### src/rtl/mmio_uart_tx.sv
`default_nettype none
// ============================================================================
// Module   : mmio_uart_tx
// Brief    : Memory-mapped 8N1 UART transmitter with a small byte FIFO,
//            sitting beside data memory on a single-cycle core's data port.
// Revision : 1.0
// ============================================================================
module mmio_uart_tx #(
    parameter logic [31:0] BASE_ADDR    = 32'hFFFF_0000,
    parameter int          CLKS_PER_BIT = 16,
    parameter int          FIFO_DEPTH   = 4
) (
    input  logic        clock,
    input  logic        reset,
    input  logic        we,
    input  logic [31:0] ra,
    input  logic [31:0] wd,
    output logic [31:0] rd,
    output logic        hit,
    output logic        tx
);

    localparam int PW = $clog2(FIFO_DEPTH);
    localparam int CW = PW + 1;
    localparam int BW = (CLKS_PER_BIT > 1) ? $clog2(CLKS_PER_BIT) : 1;

    localparam logic [BW-1:0] C_BAUD_LAST  = BW'(CLKS_PER_BIT - 1);
    localparam logic [CW-1:0] C_FULL_COUNT = CW'(FIFO_DEPTH);
    localparam logic [1:0]    C_SEL_TXDATA = 2'd0;
    localparam logic [1:0]    C_SEL_STATUS = 2'd1;
    localparam logic [1:0]    C_SEL_CTRL   = 2'd2;

    typedef enum logic [1:0] {
        ST_IDLE  = 2'd0,
        ST_START = 2'd1,
        ST_DATA  = 2'd2,
        ST_STOP  = 2'd3
    } state_t;

    state_t          r_state;
    state_t          w_state_next;
    logic            r_tx;
    logic            w_tx_next;
    logic [7:0]      r_shift;
    logic [7:0]      w_shift_next;
    logic [BW-1:0]   r_baud;
    logic [BW-1:0]   w_baud_next;
    logic [2:0]      r_bit_idx;
    logic [2:0]      w_bit_next;

    logic [7:0]      r_mem [FIFO_DEPTH];
    logic [PW-1:0]   r_wr_ptr;
    logic [PW-1:0]   r_rd_ptr;
    logic [CW-1:0]   r_count;
    logic            r_overflow;
    logic            r_enable;

    logic [1:0]      w_sel;
    logic            w_wr;
    logic            w_push_req;
    logic            w_push;
    logic            w_pop;
    logic            w_ovf_set;
    logic            w_ovf_clr;
    logic            w_ctrl_wr;
    logic            w_full;
    logic            w_empty;
    logic            w_busy;
    logic            w_can_pop;
    logic            w_baud_done;
    logic [7:0]      w_head;
    logic [3:0]      w_count4;
    logic            w_unused;

    assign hit         = (ra[31:4] == BASE_ADDR[31:4]);
    assign w_sel       = ra[3:2];
    assign w_wr        = we && hit;
    assign w_push_req  = w_wr && (w_sel == C_SEL_TXDATA);
    assign w_ovf_clr   = w_wr && (w_sel == C_SEL_STATUS) && wd[3];
    assign w_ctrl_wr   = w_wr && (w_sel == C_SEL_CTRL);

    assign w_full      = (r_count == C_FULL_COUNT);
    assign w_empty     = (r_count == '0);
    assign w_busy      = (r_state != ST_IDLE);
    assign w_can_pop   = r_enable && !w_empty;
    assign w_baud_done = (r_baud == C_BAUD_LAST);
    assign w_head      = r_mem[r_rd_ptr];
    assign w_count4    = 4'(r_count);

    // A pop in the same cycle frees the slot the full-FIFO push lands in.
    assign w_push      = w_push_req && (!w_full || w_pop);
    assign w_ovf_set   = w_push_req && w_full && !w_pop;

    assign w_unused    = ^{wd[31:8], ra[1:0]};

    always_comb begin
        w_state_next = r_state;
        w_tx_next    = r_tx;
        w_shift_next = r_shift;
        w_baud_next  = r_baud;
        w_bit_next   = r_bit_idx;
        w_pop        = 1'b0;
        case (r_state)
            ST_IDLE: begin
                w_baud_next = '0;
                if (w_can_pop) begin
                    w_pop        = 1'b1;
                    w_shift_next = w_head;
                    w_tx_next    = 1'b0;
                    w_state_next = ST_START;
                end
            end
            ST_START: begin
                if (w_baud_done) begin
                    w_baud_next  = '0;
                    w_bit_next   = 3'd0;
                    w_tx_next    = r_shift[0];
                    w_shift_next = {1'b0, r_shift[7:1]};
                    w_state_next = ST_DATA;
                end else begin
                    w_baud_next = r_baud + BW'(1);
                end
            end
            ST_DATA: begin
                if (w_baud_done) begin
                    w_baud_next = '0;
                    if (r_bit_idx == 3'd7) begin
                        w_tx_next    = 1'b1;
                        w_state_next = ST_STOP;
                    end else begin
                        w_bit_next   = r_bit_idx + 3'd1;
                        w_tx_next    = r_shift[0];
                        w_shift_next = {1'b0, r_shift[7:1]};
                    end
                end else begin
                    w_baud_next = r_baud + BW'(1);
                end
            end
            ST_STOP: begin
                if (w_baud_done) begin
                    w_baud_next = '0;
                    // Chain straight into the next start bit when data waits.
                    if (w_can_pop) begin
                        w_pop        = 1'b1;
                        w_shift_next = w_head;
                        w_tx_next    = 1'b0;
                        w_state_next = ST_START;
                    end else begin
                        w_state_next = ST_IDLE;
                    end
                end else begin
                    w_baud_next = r_baud + BW'(1);
                end
            end
            default: begin
                w_state_next = ST_IDLE;
            end
        endcase
    end

    always_ff @(posedge clock) begin
        if (reset) begin
            r_state   <= ST_IDLE;
            r_tx      <= 1'b1;
            r_shift   <= '0;
            r_baud    <= '0;
            r_bit_idx <= '0;
        end else begin
            r_state   <= w_state_next;
            r_tx      <= w_tx_next;
            r_shift   <= w_shift_next;
            r_baud    <= w_baud_next;
            r_bit_idx <= w_bit_next;
        end
    end

    always_ff @(posedge clock) begin
        if (reset) begin
            r_wr_ptr   <= '0;
            r_rd_ptr   <= '0;
            r_count    <= '0;
            r_overflow <= 1'b0;
            r_enable   <= 1'b1;
        end else begin
            if (w_push) begin
                r_wr_ptr <= r_wr_ptr + PW'(1);
            end
            if (w_pop) begin
                r_rd_ptr <= r_rd_ptr + PW'(1);
            end
            case ({w_push, w_pop})
                2'b10:   r_count <= r_count + CW'(1);
                2'b01:   r_count <= r_count - CW'(1);
                default: r_count <= r_count;
            endcase
            // A fresh overflow wins over a simultaneous clear.
            if (w_ovf_set) begin
                r_overflow <= 1'b1;
            end else if (w_ovf_clr) begin
                r_overflow <= 1'b0;
            end
            if (w_ctrl_wr) begin
                r_enable <= wd[0];
            end
        end
    end

    always_ff @(posedge clock) begin
        if (w_push) begin
            r_mem[r_wr_ptr] <= wd[7:0];
        end
    end

    always_comb begin
        rd = '0;
        if (hit) begin
            case (w_sel)
                C_SEL_STATUS: rd = {24'd0, w_count4, r_overflow, w_empty, w_full, w_busy};
                C_SEL_CTRL:   rd = {31'd0, r_enable};
                default:      rd = '0;
            endcase
        end
    end

    assign tx = r_tx;

endmodule
`default_nettype wire

### config.mk
export PLATFORM = sky130hd
export DESIGN_NAME = mmio_uart_tx
export DESIGN_NICKNAME = d
export VERILOG_FILES = /design/src/rtl/mmio_uart_tx.sv
export SDC_FILE = /design/constraint.sdc
export NUM_CORES = 1
export LEC_CHECK = 0
export BUFFER_PORTS_ARGS = -buffer_cell sky130_fd_sc_hd__buf_2
export CORE_ASPECT_RATIO = 2
export CORE_MARGIN = 2
export CORE_UTILIZATION = 45
export DETAILED_ROUTE_END_ITERATION = 12
export PLACE_DENSITY_LB_ADDON = 0.3
export SYNTH_ARGS = -nofsm -noshare
export SYNTH_HDL_FRONTEND = slang
export SYNTH_SLANG_ARGS = --single-unit
### constraint.sdc
create_clock -name clock -period 5.4 [get_ports clock]
set_input_delay 0.27 -clock clock [delete_from_list [all_inputs] [get_ports clock]]
set_output_delay 0.27 -clock clock [all_outputs]
set_load 0.01 [all_outputs]
Word-level counts from Yosys, hierarchy flattened
Memory sizes are Yosys's and may differ from the RTL's. A register that Yosys moved wholly into a read port is not among the register bits.
Cells that the tools add are included.
Word-level totals
  output and inout bits: 34
  bits of input ports: 67
  memory bits (writable): 32
  memories: 1
  flip-flop bits (word level): 27
Operators by class
  add/subtract/negate cells: 6
  muxes and demuxes: 37
  reduce and logical (&&, ||, !) cells: 25
  equality and inequality tests: 17
Memory list
  r_mem: depth 4, bits a word 8, rd ports 1, clocked after Yosys merged registers in 1, wr ports 1, RTL line 51  | logic [7:0] r_mem [FIFO_DEPTH];
Operator list (count)
  $mux W8: 5
  $pmux W8 S4: 1
  $eq A28 B28 Y1 const B: 1
  $mux W2: 7
  $pmux W7 S2: 1
  $mux W1: 12
  $ne A2 B2 Y1 const B: 6
  $pmux W3 S2: 2
  $logic_and A1 B1 Y1: 9
  $mux W3: 3
  $eq A2 B2 Y1 const B: 4
  $pmux W2 S4: 1
  $pmux W4 S2: 1
  $reduce_and A4 Y1: 2
  $reduce_bool A2 Y1: 4
  $mux W7: 1
  $add A3 B1 Y3 const B: 2
  $eq A2 B1 Y1 const B: 3
  $eq A3 B3 Y1 const B: 2
  $reduce_and A5 Y1: 1
  $add A2 B1 Y2 const B: 2
  $add A4 B1 Y4 const B: 1
  $eq A4 B4 Y1 const B: 1
  $logic_not A2 Y1: 2
  other kinds (9): 11

Longest topological paths before layout
Gate-level depths: netlist (run 1).
  word-level depth: 10
  mapped depth: 12

Worst setup path before layout (run 1)
No wires, ideal clock.
  path type: flip-flop to flip-flop
  start: register r_state[0]
  end: register r_count[2]
  data arrival time: 2460 ps
  path slack: 2870 ps
  cell stages (with the launch flop): 13
  buffers on the path: 0
  data required time: 5330 ps
  path through: dfxtp_1 inv_1 ha_1 a41oi_1 o211a_1 nor3_1 inv_1 ha_1 inv_1 fa_1 xor2_1 or3_1 a21oi_1
Between the ends
  word-level cells in the longest chain between the ends: 6
  elaborated cells between the ends (all ways): 9
  those cells by class: 3 x eq/ne; 2 x mux; 4 x reduce/logical
Ends and longest elaborated chain
  from (decl): RTL line 40  | state_t r_state;
  from (signal assigned): RTL line 169  | r_state <= w_state_next;
  $eq A2 B2 Y1 / $logic_not A2 Y1 (equally long branches): RTL line 103  | case (r_state)
  $pmux W1 S2 (*): RTL line 103
  $logic_or A1 B1 Y1: RTL line 91  | assign w_push = w_push_req && (!w_full || w_pop);
  $logic_and A1 B1 Y1: RTL line 91
  $eq A2 B1 Y1 / $eq A2 B2 Y1 (equally long branches): RTL line 191  | case ({w_push, w_pop})
  $pmux W3 S2 / $reduce_bool A2 Y1 (equally long branches)
  to (signal assigned): RTL line 192  | 2'b10: r_count <= r_count + CW'(1);
  to (signal assigned): RTL line 193  | 2'b01: r_count <= r_count - CW'(1);
  to (signal assigned): RTL line 194  | default: r_count <= r_count;
  to (decl): RTL line 54  | logic [CW-1:0] r_count;
Every way passes the cells marked *; elsewhere a longest branch is shown, timed or not.
A chain may end at the register's enable or synchronous reset.

Worst setup path after layout (run 1)
  start: register r_state[1]
  end: register r_count[2]
Same word-level chain as after synthesis.

==> results of run 1 <==
-- kinds of logic (layout without fill, tap and decap cells) --
family,Yosys count,after routing,synth area share [%]
AOI/OAI and AO/OA,35,35,9.66
DFF,61,61,51.1
xor gates and xnor gates,6,6,1.74
and+or+nand+nor,87,87,14.5
buffers and inverters,47,80,9.04
muxes,11,11,6.97
adders and majority gates,16,16,6.88
other,1,25,0.124
-- power groups by stage --
stage | logic (µW) | registers [µW] | clock network, µW
2_1_floorplan | 135 | 537 | 0
4_1_cts | 163 | 530 | 575
3_3_place_gp | 159 | 539 | 0
6_report | 163 | 530 | 565
5_1_grt | 187 | 533 | 596
3_5_place_dp | 162 | 539 | 0
-- per-stage QoR --
step / total power (µW) / instances
after floorplan: 672 / 288
after global placement: 698 / 393
after detailed placement: 702 / 393
after CTS: 1270 / 409
after global routing: 1320 / 409
final: 1260 / 409
-- synth_stat cells, types with 2 or more instances --
library cell and instances:
ha_1 15, a22oi_1 2, and2_1 6, a41oi_1 2, nor3_1 5, a21oi_1 4
nand3_1 3, clkbuf_1 5, mux2i_1 3, nand4_1 5, dfxtp_1 29, and3_1 3
nand2b_1 3, o21ai_0 2, xor2_1 3, edfxtp_1 32, buf_4 25, buf_2 2
inv_1 15, and4_1 3, xnor2_1 3, mux4_2 8, nor2_1 29, nor4_1 3
o31ai_1 4, nor4b_1 2, a311oi_1 7, nand2_1 19
-- flip-flops by register name, indices dropped and copies added, names as in the netlist, named ones only --
| signal | flops |
|---|---|
| r_enable | 1 |
| r_overflow | 1 |
| tx | 1 |
| r_bit_idx | 3 |
| r_shift | 8 |
| r_state | 2 |
| r_rd_ptr | 2 |
| r_wr_ptr | 2 |
| r_baud | 4 |
| r_mem | 32 |
| r_count | 3 |
-- layer usage --
layer  global-route usage, %  share of wire [%]
met2                    29.4                 57
met5                       0                  0
met4                    10.8                3.1
met1                    18.5                 37
met3                    3.56                3.0
-- worst paths after layout --
kind         cells after the start  slack, ps          end        from
max                             12       2380   r_count[2]  r_state[1]
min                              1        150  r_mem[0][2]       wd[2]
max reg2reg                     12       2380   r_count[2]  r_state[1]
min reg2reg                      1        450    r_baud[0]   r_baud[0]
-- worst register-to-register path: stages, from the launching register on --
cell	delay, ps
dfxtp_1	400
inv_1	80
ha_1	460
nand2b_1	240
o211a_1	260
nor3_1	430
inv_1	100
ha_1	240
inv_1	70
fa_1	170
xor2_1	70
or3_1	300
a21oi_1	130
-- cell type report --
type	instances	area, µm²
Clock buffer	9	225
Clock inverter	7	72.6
Fill cell	588	3020
Inverter	15	56.3
Multi-Input combinational cell	180	1290
Sequential cell	61	1540
Tap cell	88	110
Timing Repair Buffer	49	245
==> results by stage, run 1 <==
Floorplan:
- The core region area is between 6000 and 7000 µm².
- The effective utilization at floorplan is 45.9%.
- The number of rows created at floorplan is 42.
- Pin placement for this block handled a little over 100 I/O pins.
- The overall die area is 7420 µm².
- From left edge to right edge, the die measures 61.9 µm.
- The die is 120 µm tall.

Timing:
- For the pin with the worst max-slew slack, the measured transition is 901 ps.
- The maximum clock rate is 331 MHz.
- Setup repair after global routing left no endpoint under its margin.
- After layout, the worst setup slack is 2380 ps.
- The worst-case headroom to the max-slew limit is 39.4%.
- The total negative setup slack is 0 ps.
- The hold violation count in the final report is 0.
- The clock period could shrink to 3020 ps.
- For the final database, setup skew stands at 5.04 ps.
- The number of max-slew violations in the final report is 0.
- The setup violation total in the final timing report is 0.
- The final critical path takes up 55.9% of the cycle.
- The tightest hold path in the finished design has a slack of 150 ps.

Status:
- The run finished with clean final reports.

Synth:
- After synthesis, the share of flip-flops with an asynchronous set or reset is 0%.
- The sequential share of the synthesized area is roughly half.
- After synthesis, the cell types taking the most area are edfxtp_1 (32%), dfxtp_1 (19%), buf_4 (6.2%).
- The synthesized design contains 61 register bits.
- The number of enable-type register cells in the synthesized netlist is 32.
- The Yosys step of the flow raised 0 warnings.
- After synthesis, the mean cell area works out to 11.4 µm².
- Yosys mapped the design onto 50 distinct sky130hd cell types.
- After synthesis the cells add up to 3020 µm².
- The biggest area consumer among synthesized cells is edfxtp_1.
- Counting every instance in the synthesized netlist gives 264.
- The share of synthesized area in the top cell type comes to 31.8%.
- The prevailing post-synth register cell is edfxtp_1.

Setup path:
- The nature of the critical path startpoint is a flip-flop.
- The endpoint class of the critical path is a flip-flop.
- The gate family responsible for the most delay along the worst path is simple AND/OR/NAND/NOR gates.
- The number of buffers and inverters on the critical path is 3.
- The largest fanout of any net on the critical path is 14.
- For the worst setup path, the data required time is approximately 5700 ps.
- The critical path is of the flip-flop to flip-flop type.
- The standard cell with the maximum stage delay on the critical path is ha_1.
- The endpoint arrival time on the critical path is 3280 ps.
- The critical path goes through inv_1, ha_1, nand2b_1, o211a_1, nor3_1, inv_1, ha_1, inv_1, fa_1, xor2_1, or3_1, a21oi_1.
- On the worst path, the slowest cell contributes a delay of 460 ps.
- The most frequent cell on the critical path is inv_1.

Placement:
- The HPWL after detailed placement is 4.21 mm.
- Before CTS, the worst setup slack after placement is between 2000 and 2500 ps.
- The final weighted congestion of routability-driven global placement is 0.781.
- The count of buffers inserted at the top-level ports is 49.
- In this run the cell area measured after placement is 3250 µm².

Clock tree:
- The clock network latency to the later pin of the worst-skew pair is 330 ps.
- The number of buffers on the longest clock path is 2.
- For this design, the sink count on the clock tree is a little over 60.
- Clock-pin slew was measured on the worst setup and hold paths at 50 ps.
- The total CTS buffers is 9.
- Hold repair after CTS inserted 0 buffers.
- The CTS tree is built.
- The H-tree depth is 3.
- Buffers added to address setup during post-CTS repair amount to 0.
- Once the clock tree was built, the resizer swapped 0 gates to a different size.
- The tree is rooted in a clkbuf_16.

Layout:
- The layout overhead on the synthesized area is 17.5%.
- The post-route core utilization is a little over half.
- 0 antenna diodes ended up in the layout.
- The number of nets in the layout is 399.
- The share of cells above drive strength 1 is 24.3%.
- Leaving out fill and tap cells, the most frequent cell in the layout is buf_2.
- In the layout the commonest cells are buf_2 (49), edfxtp_1 (32), nor2_1 (29), dfxtp_1 (29), conb_1 (25).
- The post-route cell area is between 3000 and 4000 µm².

GRT:
- The number of antenna violations at the first check in global routing came to 0.
- The total overflow left after global routing is 0.
- The combined global-route utilization of all metal layers is 17.4%.
- Entering global routing, the biggest net connects 28 pins.
- The first global-routing pass estimated just over 9 mm of wire.
- The via count of the first global-routing pass was 2062.

Pwr:
- In this run switching power makes up between 20% and 30% of total power.
- The analysis attributes to net switching a power of 320 µW.
- The total power divided by cell area is 355 nW/µm².
- The sequential share of power is ~42%.
- Summed over all cells, the static leakage comes to 0.00138 µW.
- The internal power component is 938 µW.
- The highest ir drop seen on vdd is 0.250 mV.
- Per report_power, the combinational group accounts for around an eighth of the total.
- The clock network accounts for 44.9% of the total power.

Routing:
- Across all layers, the routed design uses 2054 vias.
- In the routed design, unresolved DRC markers number 0.
- Wires add up to 5.52 mm.
- The average routed wire per standard cell is 13.5 µm.
- The number of detailed-route iterations in the first pass is 4.
- After the first detailed-routing iteration, the DRC count stood at 50.
- Dividing the detail-routed via count by the number of cells gives 5.02.
- The number of antenna-violating nets in the routed design is 0.

Job:
- The max capacitance violation total is 0.

Worst hold path:
- The worst hold path belongs to the class input pin to flip-flop.
Note: power is estimated with default switching activity, not from simulation.
==> run 2, diff against run 1 <==
==> constraint.sdc (replaced) <==
create_clock -name clock -period 3.2 [get_ports clock]
set_input_delay 0.16 -clock clock [delete_from_list [all_inputs] [get_ports clock]]
set_output_delay 0.16 -clock clock [all_outputs]
set_load 0.01 [all_outputs]
==> results by stage, run 2 (synthesized netlist as in run 1, its figures left out) <==
Status:
- The run finished with clean final reports.

Setup path:
- The data required time of the critical path is 3450 ps (-2210 ps).
- Broken down by cell family, the worst path's largest delay share belongs to simple AND/OR/NAND/NOR gates.
- The largest fanout of any net on the critical path was 5 (-9).
- The maximum cell stage delay along the critical path came to 450 ps (about the same).
- The nature of the critical path startpoint is a flip-flop.
- The worst setup path is captured at a flip-flop.
- The critical path is of the flip-flop to flip-flop type.
- The standard cell with the maximum stage delay on the critical path is nor3_1.
- Among the stages of the critical path, the cell type that occurs most often is inv_1.
- The endpoint arrival time on the critical path was 3070 ps (-210 ps).
- The signal on the critical path passes through inv_1, ha_1, nand2b_1, o211a_1, nor3_1, inv_1, ha_1, inv_1, fa_1, xor2_1, or3_1, a21oi_1.
- The number of buffers and inverters on the critical path was 3 (unchanged).

Clock tree:
- The number of buffers on the longest clock path was 2 (unchanged).
- The post-cts gate resize count is 0 (unchanged).
- The H-tree depth is 3 (unchanged).
- TritonCTS built the clock tree.
- The register clock-pin slew on the reported worst setup and hold paths is 50 ps (about the same).
- The total CTS buffers is 9 (unchanged).
- The count of clock tree sinks is 61 (unchanged).
- Clock tree synthesis selected as its root buffer the cell clkbuf_16.
- The hold buffer count at CTS was 0 (unchanged).
- The count of buffers added by post-CTS timing repair for setup is 0 (unchanged).
- The clock network latency to the later pin of the worst-skew pair was 320 ps (about the same).

GRT:
- The first-pass GRT wire length is 9.41 mm (+1.6%).
- The via count of the first global-routing pass is 2129 (+3.2%).
- The number of antenna violations at the first check in global routing is 0 (unchanged).
- The maximum number of pins on one net before global-route repair is 28 (unchanged).
- The combined global-route utilization of all metal layers was 17.4% (+0.038 points).
- The remaining global-route overflow is 0 (unchanged).

Pwr:
- The switching power as a share of total power is 23.2% (-2.3 points).
- The sequential share of power was 41.3% (-0.8 points).
- The total net switching power came to 503 µW (+57%).
- The internal power component is 1670 µW (+78%).
- The logic gate share of total power is 13.3% (+0.3 points).
- The total power divided by cell area was 607 nW/µm² (+71%).
- The clock network fraction of design power is 45.5% (+0.6 points).
- The highest ir drop seen on vdd is 0.570 mV (+130%).
- The standby leakage power came to 0.00140 µW (+1.3%).

Layout:
- The fill cell instance count of the final layout came to 580 (-1.4%).
- The top cell types in the final layout, fill and taps aside, are buf_2 (49), edfxtp_1 (32), nor2_1 (29), dfxtp_1 (29), conb_1 (25).
- The library cell used most frequently in the layout, excluding fill and tap cells, is buf_2.
- The number of nets in the layout is 402 (+0.75%).
- The largest registers in the layout are r_mem x32, r_shift x8, r_baud x4.
- Compared with the post-synthesis result, the final layout area differs by 18.5%.
- The share of cells above drive strength 1 is 23.8% (-0.53 points).
- The flip-flop count of the largest register after layout was 32 (unchanged).
- The count of non-filler cells in the finished layout is 412 (+0.73%).
- The post-route cell area is 3580 µm² (+0.92%).
- The post-route core utilization came to 54.5% (+0.50 points).
- The number of antenna cells inserted came to 0 (unchanged).
- Ranked by flip-flop count, first place goes to r_mem.

Routing:
- The average routed wire per standard cell is 13.5 µm (+0.12%).
- The final routed wirelength across all metal layers was 5.57 mm (+0.85%).
- The number of antenna-violating nets in the routed design was 0 (unchanged).
- The routed via count divided by cell count is 5.09 (+1.4%).
- The total via count in the routed design is 2098 (+2.1%).
- The number of detailed-route iterations in the first pass is 4 (unchanged).
- The starting DRC count in detailed routing was 54 (+8.0%).
- The DRC violations left is 0 (unchanged).

Timing:
- The actual transition at the worst max-transition pin came to 889 ps (-12.1 ps).
- Setup repair after global routing left no endpoint under its margin.
- The final clock skew is 5.73 ps (+0.692 ps).
- The share of the cycle needed by the critical path after routing is 88.2% (+32 points).
- The post-layout worst setup margin is 377 ps (-2000 ps).
- The hold violation count in the final report is 0 (unchanged).
- The time the final worst path needs with I/O delays and setup came to 2820 ps (-199 ps).
- The setup violation total in the final timing report came to 0 (unchanged).
- The worst-case headroom to the max-slew limit is 40.2% (+0.81 points).
- The maximum clock rate was 354 MHz (+7.0%).
- The number of max-slew violations in the final report is 0 (unchanged).
- The total negative setup slack is 0 ps (unchanged).

Floorplan:
- The effective utilization at floorplan came to 45.9% (unchanged).
- The core region area is 6570 µm² (unchanged).
- The number of rows created at floorplan was 42 (unchanged).
- The height of the chip is 120 µm (unchanged).
- The number of primary I/O pins is 101 (unchanged).
- The overall die area was 7420 µm² (unchanged).
- The die boundary width is 61.9 µm (unchanged).

Placement:
- The final weighted congestion of routability-driven global placement is 0.795 (+1.8%).
- The number of cells in the design after placement was 396 (+0.76%).
- The pre-CTS setup slack is 426 ps (-1940 ps).
- The HPWL after detailed placement is 4.26 mm (+1.3%).
- The count of buffers inserted at the top-level ports was 49 (unchanged).
- The instance area at placement is 3270 µm² (+0.69%).

Worst hold path:
- The worst hold path class is input pin to flip-flop.

Job:
- The max capacitance violation total was 0 (unchanged).
## run 2: path summary, 6_finish.rpt
path / slack, ps / from / depth (start not counted) / to
worst max-delay path: 380 / r_state[0] / 12 / r_count[2]
worst min-delay path: 50 / wd[7] / 1 / r_mem[2][7]
worst max register to register: 380 / r_state[0] / 12 / r_count[2]
worst min register to register: 450 / r_baud[0] / 1 / r_baud[0]
## run 2: through the flow
stage	power [µW]	hold slack [ps]
floorplan	1130	259
global placement	1200	370
detailed placement	1200	377
CTS	2190	38.9
global route	2270	52.1
finish	2170	48.8
## run 2: worst register-to-register path, stage by stage, from the launching register on
cell	delay (ps)
dfxtp_1	370
inv_1	100
ha_1	310
nand2b_1	160
o211a_1	260
nor3_1	450
inv_1	110
ha_1	240
inv_1	70
fa_1	170
xor2_1	70
or3_1	300
a21oi_1	140
## run 2: layout make-up
cell class | instances | area, µm² | share of cell area [%]
Timing Repair Buffer | 52 | 268 | 7.49
Inverter | 15 | 56.3 | 1.57
Tap cell | 88 | 110 | 3.08
Clock inverter | 5 | 75.1 | 2.10
Sequential cell | 61 | 1540 | 43.1
Multi-Input combinational cell | 180 | 1290 | 36.2
Clock buffer | 11 | 233 | 6.51
## run 2: layer usage
metal	routed length [µm]	GRT usage [%]	up-vias
li1	-	-	1024
met1	2070	18.2	1016
met2	3240	30.7	49
met3	151	4.31	9
met4	106	7.98	0
met5	0	0	-
## run 2: power by group through the flow
stage / logic [µW] / registers (µW) / clock network, µW
2_1_floorplan: 227 / 907 / 0
3_3_place_gp: 286 / 910 / 0
3_5_place_dp: 291 / 911 / 0
4_1_cts: 292 / 896 / 1000
5_1_grt: 334 / 901 / 1030
6_report: 288 / 896 / 988
==> run 3, diff against run 2 <==
--- a/config.mk
+++ b/config.mk
@@ -11,6 +11,7 @@
 export CORE_UTILIZATION = 45
 export DETAILED_ROUTE_END_ITERATION = 12
 export PLACE_DENSITY_LB_ADDON = 0.3
+export REMOVE_ABC_BUFFERS = 1
 export SYNTH_ARGS = -nofsm -noshare
 export SYNTH_HDL_FRONTEND = slang
 export SYNTH_SLANG_ARGS = --single-unit
==> results by stage, run 3 (synthesized netlist as in run 1, its figures left out) <==
Placement:
- The final weighted congestion of routability-driven global placement is 0.781 (-1.8%).
- The HPWL after detailed placement came to 4.13 mm (-3.2%).
- The count of buffers inserted at the top-level ports is 49 (unchanged).
- The pre-CTS setup slack is 418 ps (-7.11 ps).

Routing:
- The total via count in the routed design was 2096 (-0.095%).
- The number of antenna-violating nets in the routed design is 0 (unchanged).
- The DRC violations left is 0 (unchanged).
- The routed via count divided by cell count is 5.10 (+0.15%).
- The number of detailed-route iterations in the first pass is 4 (unchanged).
- The average routed wire per standard cell was 13.4 µm (-0.82%).
- The starting DRC count in detailed routing was 46 (-15%).
- The final routed wirelength across all metal layers is 5.51 mm (-1.1%).

Pwr:
- The total net switching power is 541 µW (+7.6%).
- The total power divided by cell area is 600 nW/µm² (-1.2%).
- The highest ir drop seen on vdd is 0.401 mV (-30%).
- The sequential share of power is 41.9% (+0.6 points).
- The switching power as a share of total power was 25.3% (+2.2 points).
- The clock network fraction of design power came to 44.6% (-0.9 points).
- The standby leakage power is 0.00139 µW (-0.70%).
- The internal power component is 1600 µW (-4.4%).
- The logic gate share of total power was 13.5% (+0.2 points).

GRT:
- The first-pass GRT wire length is 9.49 mm (+0.81%).
- The via count of the first global-routing pass is 2069 (-2.8%).
- The combined global-route utilization of all metal layers is 17.5% (+0.082 points).
- The number of antenna violations at the first check in global routing is 0 (unchanged).
- The maximum number of pins on one net before global-route repair is 28 (unchanged).
- The remaining global-route overflow is 0 (unchanged).

Clock tree:
- The count of clock tree sinks is 61 (unchanged).
- The count of buffers added by post-CTS timing repair for setup is 0 (unchanged).
- The number of buffers on the longest clock path is 2 (unchanged).
- The clock network latency to the later pin of the worst-skew pair is 330 ps (about the same).
- The CTS tree is built.
- The hold buffer count at CTS is 0 (unchanged).
- The register clock-pin slew on the reported worst setup and hold paths was 50 ps (about the same).
- The post-cts gate resize count came to 0 (unchanged).
- The total CTS buffers came to 9 (unchanged).
- The H-tree depth is 3 (unchanged).
- Clock tree synthesis selected as its root buffer the cell clkbuf_16.

Setup path:
- STA classifies the critical path startpoint as a flip-flop.
- The standard cell with the maximum stage delay on the critical path is dfxtp_1.
- The largest fanout of any net on the critical path is 6 (+1).
- The classification of the worst setup path is flip-flop to flip-flop.
- The endpoint class of the critical path is a flip-flop.
- The maximum cell stage delay along the critical path came to 370 ps (-80 ps).
- The endpoint arrival time on the critical path came to 3040 ps (-30 ps).
- The data required time of the critical path was 3460 ps (about the same).
- Walking the worst path, the cells encountered are inv_1, ha_1, a41oi_1, o211a_1, nor3_1, inv_1, ha_1, inv_1, fa_1, xor2_1, or3_1, a21oi_1.
- The timing startpoint of the critical path is r_state[0].
- The most frequent cell on the critical path is inv_1.
- The origin of the critical flop-to-flop path is r_state[0].

Layout:
- The largest registers in the layout are r_mem x32, r_shift x8, r_baud x4.
- The share of cells above drive strength 1 is 24.5% (+0.69 points).
- The post-route core utilization is 54.2% (-0.23 points).
- In the layout the commonest cells are buf_2 (49), edfxtp_1 (32), nor2_1 (29), dfxtp_1 (29), conb_1 (25).
- The number of antenna cells inserted came to 0 (unchanged).
- The layout overhead on the synthesized area is 18.0%.
- The most common cell after layout, fill and taps aside is buf_2.
- Counting flops per register, the top entry is r_mem.
- The number of nets in the layout is 401 (-0.25%).
- The flip-flop count of the largest register after layout is 32 (unchanged).

Timing:
- The minimum hold slack is 45.6 ps (-3.25 ps).
- The total negative setup slack came to 0 ps (unchanged).
- The worst-case headroom to the max-slew limit is 41.2% (+0.94 points).
- The final clock skew came to 4.67 ps (-1.06 ps).
- The number of max-slew violations in the final report was 0 (unchanged).
- The post-layout worst setup margin came to 418 ps (+40.8 ps).
- The hold violation count in the final report is 0 (unchanged).
- Setup repair after global routing left no endpoint under its margin.
- The actual transition at the worst max-transition pin is 875 ps (-13.9 ps).
- The setup violation total in the final timing report is 0 (unchanged).
- The maximum clock rate came to 359 MHz (+1.5%).
- The share of the cycle needed by the critical path after routing is 86.9% (-1.3 points).
- The time the final worst path needs with I/O delays and setup is 2780 ps (-40.8 ps).

Job:
- The max capacitance violation total is 0 (unchanged).

Worst hold path:
- In this run the worst hold path is classified as input pin to flip-flop.
- The worst hold path startpoint is wd[7].

Status:
- The flow ran to the end, and the final reports show no timing, DRC or antenna violations.

Floorplan:
- The die boundary width is 61.9 µm (unchanged).
- The core region area came to 6570 µm² (unchanged).
- The number of primary I/O pins is 101 (unchanged).
- The overall die area is 7420 µm² (unchanged).
- The effective utilization at floorplan is 45.9% (unchanged).
- The height of the chip is 120 µm (unchanged).
- The number of rows created at floorplan came to 42 (unchanged).
## run 3: changes by cell type in the layout (fill, tap and decap cells not counted)
cell / previous run / this run
clkinvlp_4: 1 / 2
clkinv_4: 0 / 2
bufinv_16: 2 / 1
clkbuf_1: 2 / 1
inv_6: 0 / 1
clkinv_1: 2 / 0
buf_4: 3 / 2
## run 3: metrics by stage
stage          area [µm²]  power (µW)  instances
6_report             3560        2140        411
5_1_grt              3560        2240        411
4_1_cts              3560        2150        411
3_5_place_dp         3260        1200        395
3_3_place_gp         3260        1190        395
2_1_floorplan        2890        1100        256
## run 3: cell type report
| type | instances | area [µm²] |
|---|---|---|
| well taps | 88 | 110 |
| fillers | 581 | 3010 |
| clock inverters | 6 | 71.3 |
| multi-input cells | 180 | 1290 |
| flip-flops and latches | 61 | 1540 |
| clock buffers | 10 | 229 |
| repair buffers | 51 | 260 |
| inverters | 15 | 56.3 |
## run 3: worst paths after layout
check / cells after the start / end / slack (ps)
worst max-delay path: 12 / r_count[2] / 420
worst min-delay path: 1 / r_mem[0][7] / 50
worst max register to register: 12 / r_count[2] / 420
worst min register to register: 1 / r_baud[0] / 450
## run 3: power by group through the flow
stage / combinational (µW) / clock [µW] / sequential (µW)
final: 288 / 954 / 895
after detailed placement: 287 / 0 / 911
after global placement: 283 / 0 / 909
after floorplan: 195 / 0 / 907
after CTS: 289 / 971 / 895
after global routing: 335 / 1010 / 901
## run 3: worst max-delay path, delay by kind of cell (launching register included)
kind	cells	cell delay (ps)
AO/OA/AOI/OAI	3	690
adder cells (fa/ha/maj)	3	850
buffers and inverters	3	240
AND/OR/NAND/NOR	2	410
XOR/XNOR	1	160
flip-flops	1	370
## run 3: layer usage
metal | part of all wire [%] | track usage, % | up-vias
li1 | - | - | 1029
met1 | 38 | 19.4 | 990
met2 | 56 | 30.2 | 68
met3 | 4.3 | 4.74 | 9
met4 | 2.0 | 6.78 | 0
met5 | 0 | 0 | -
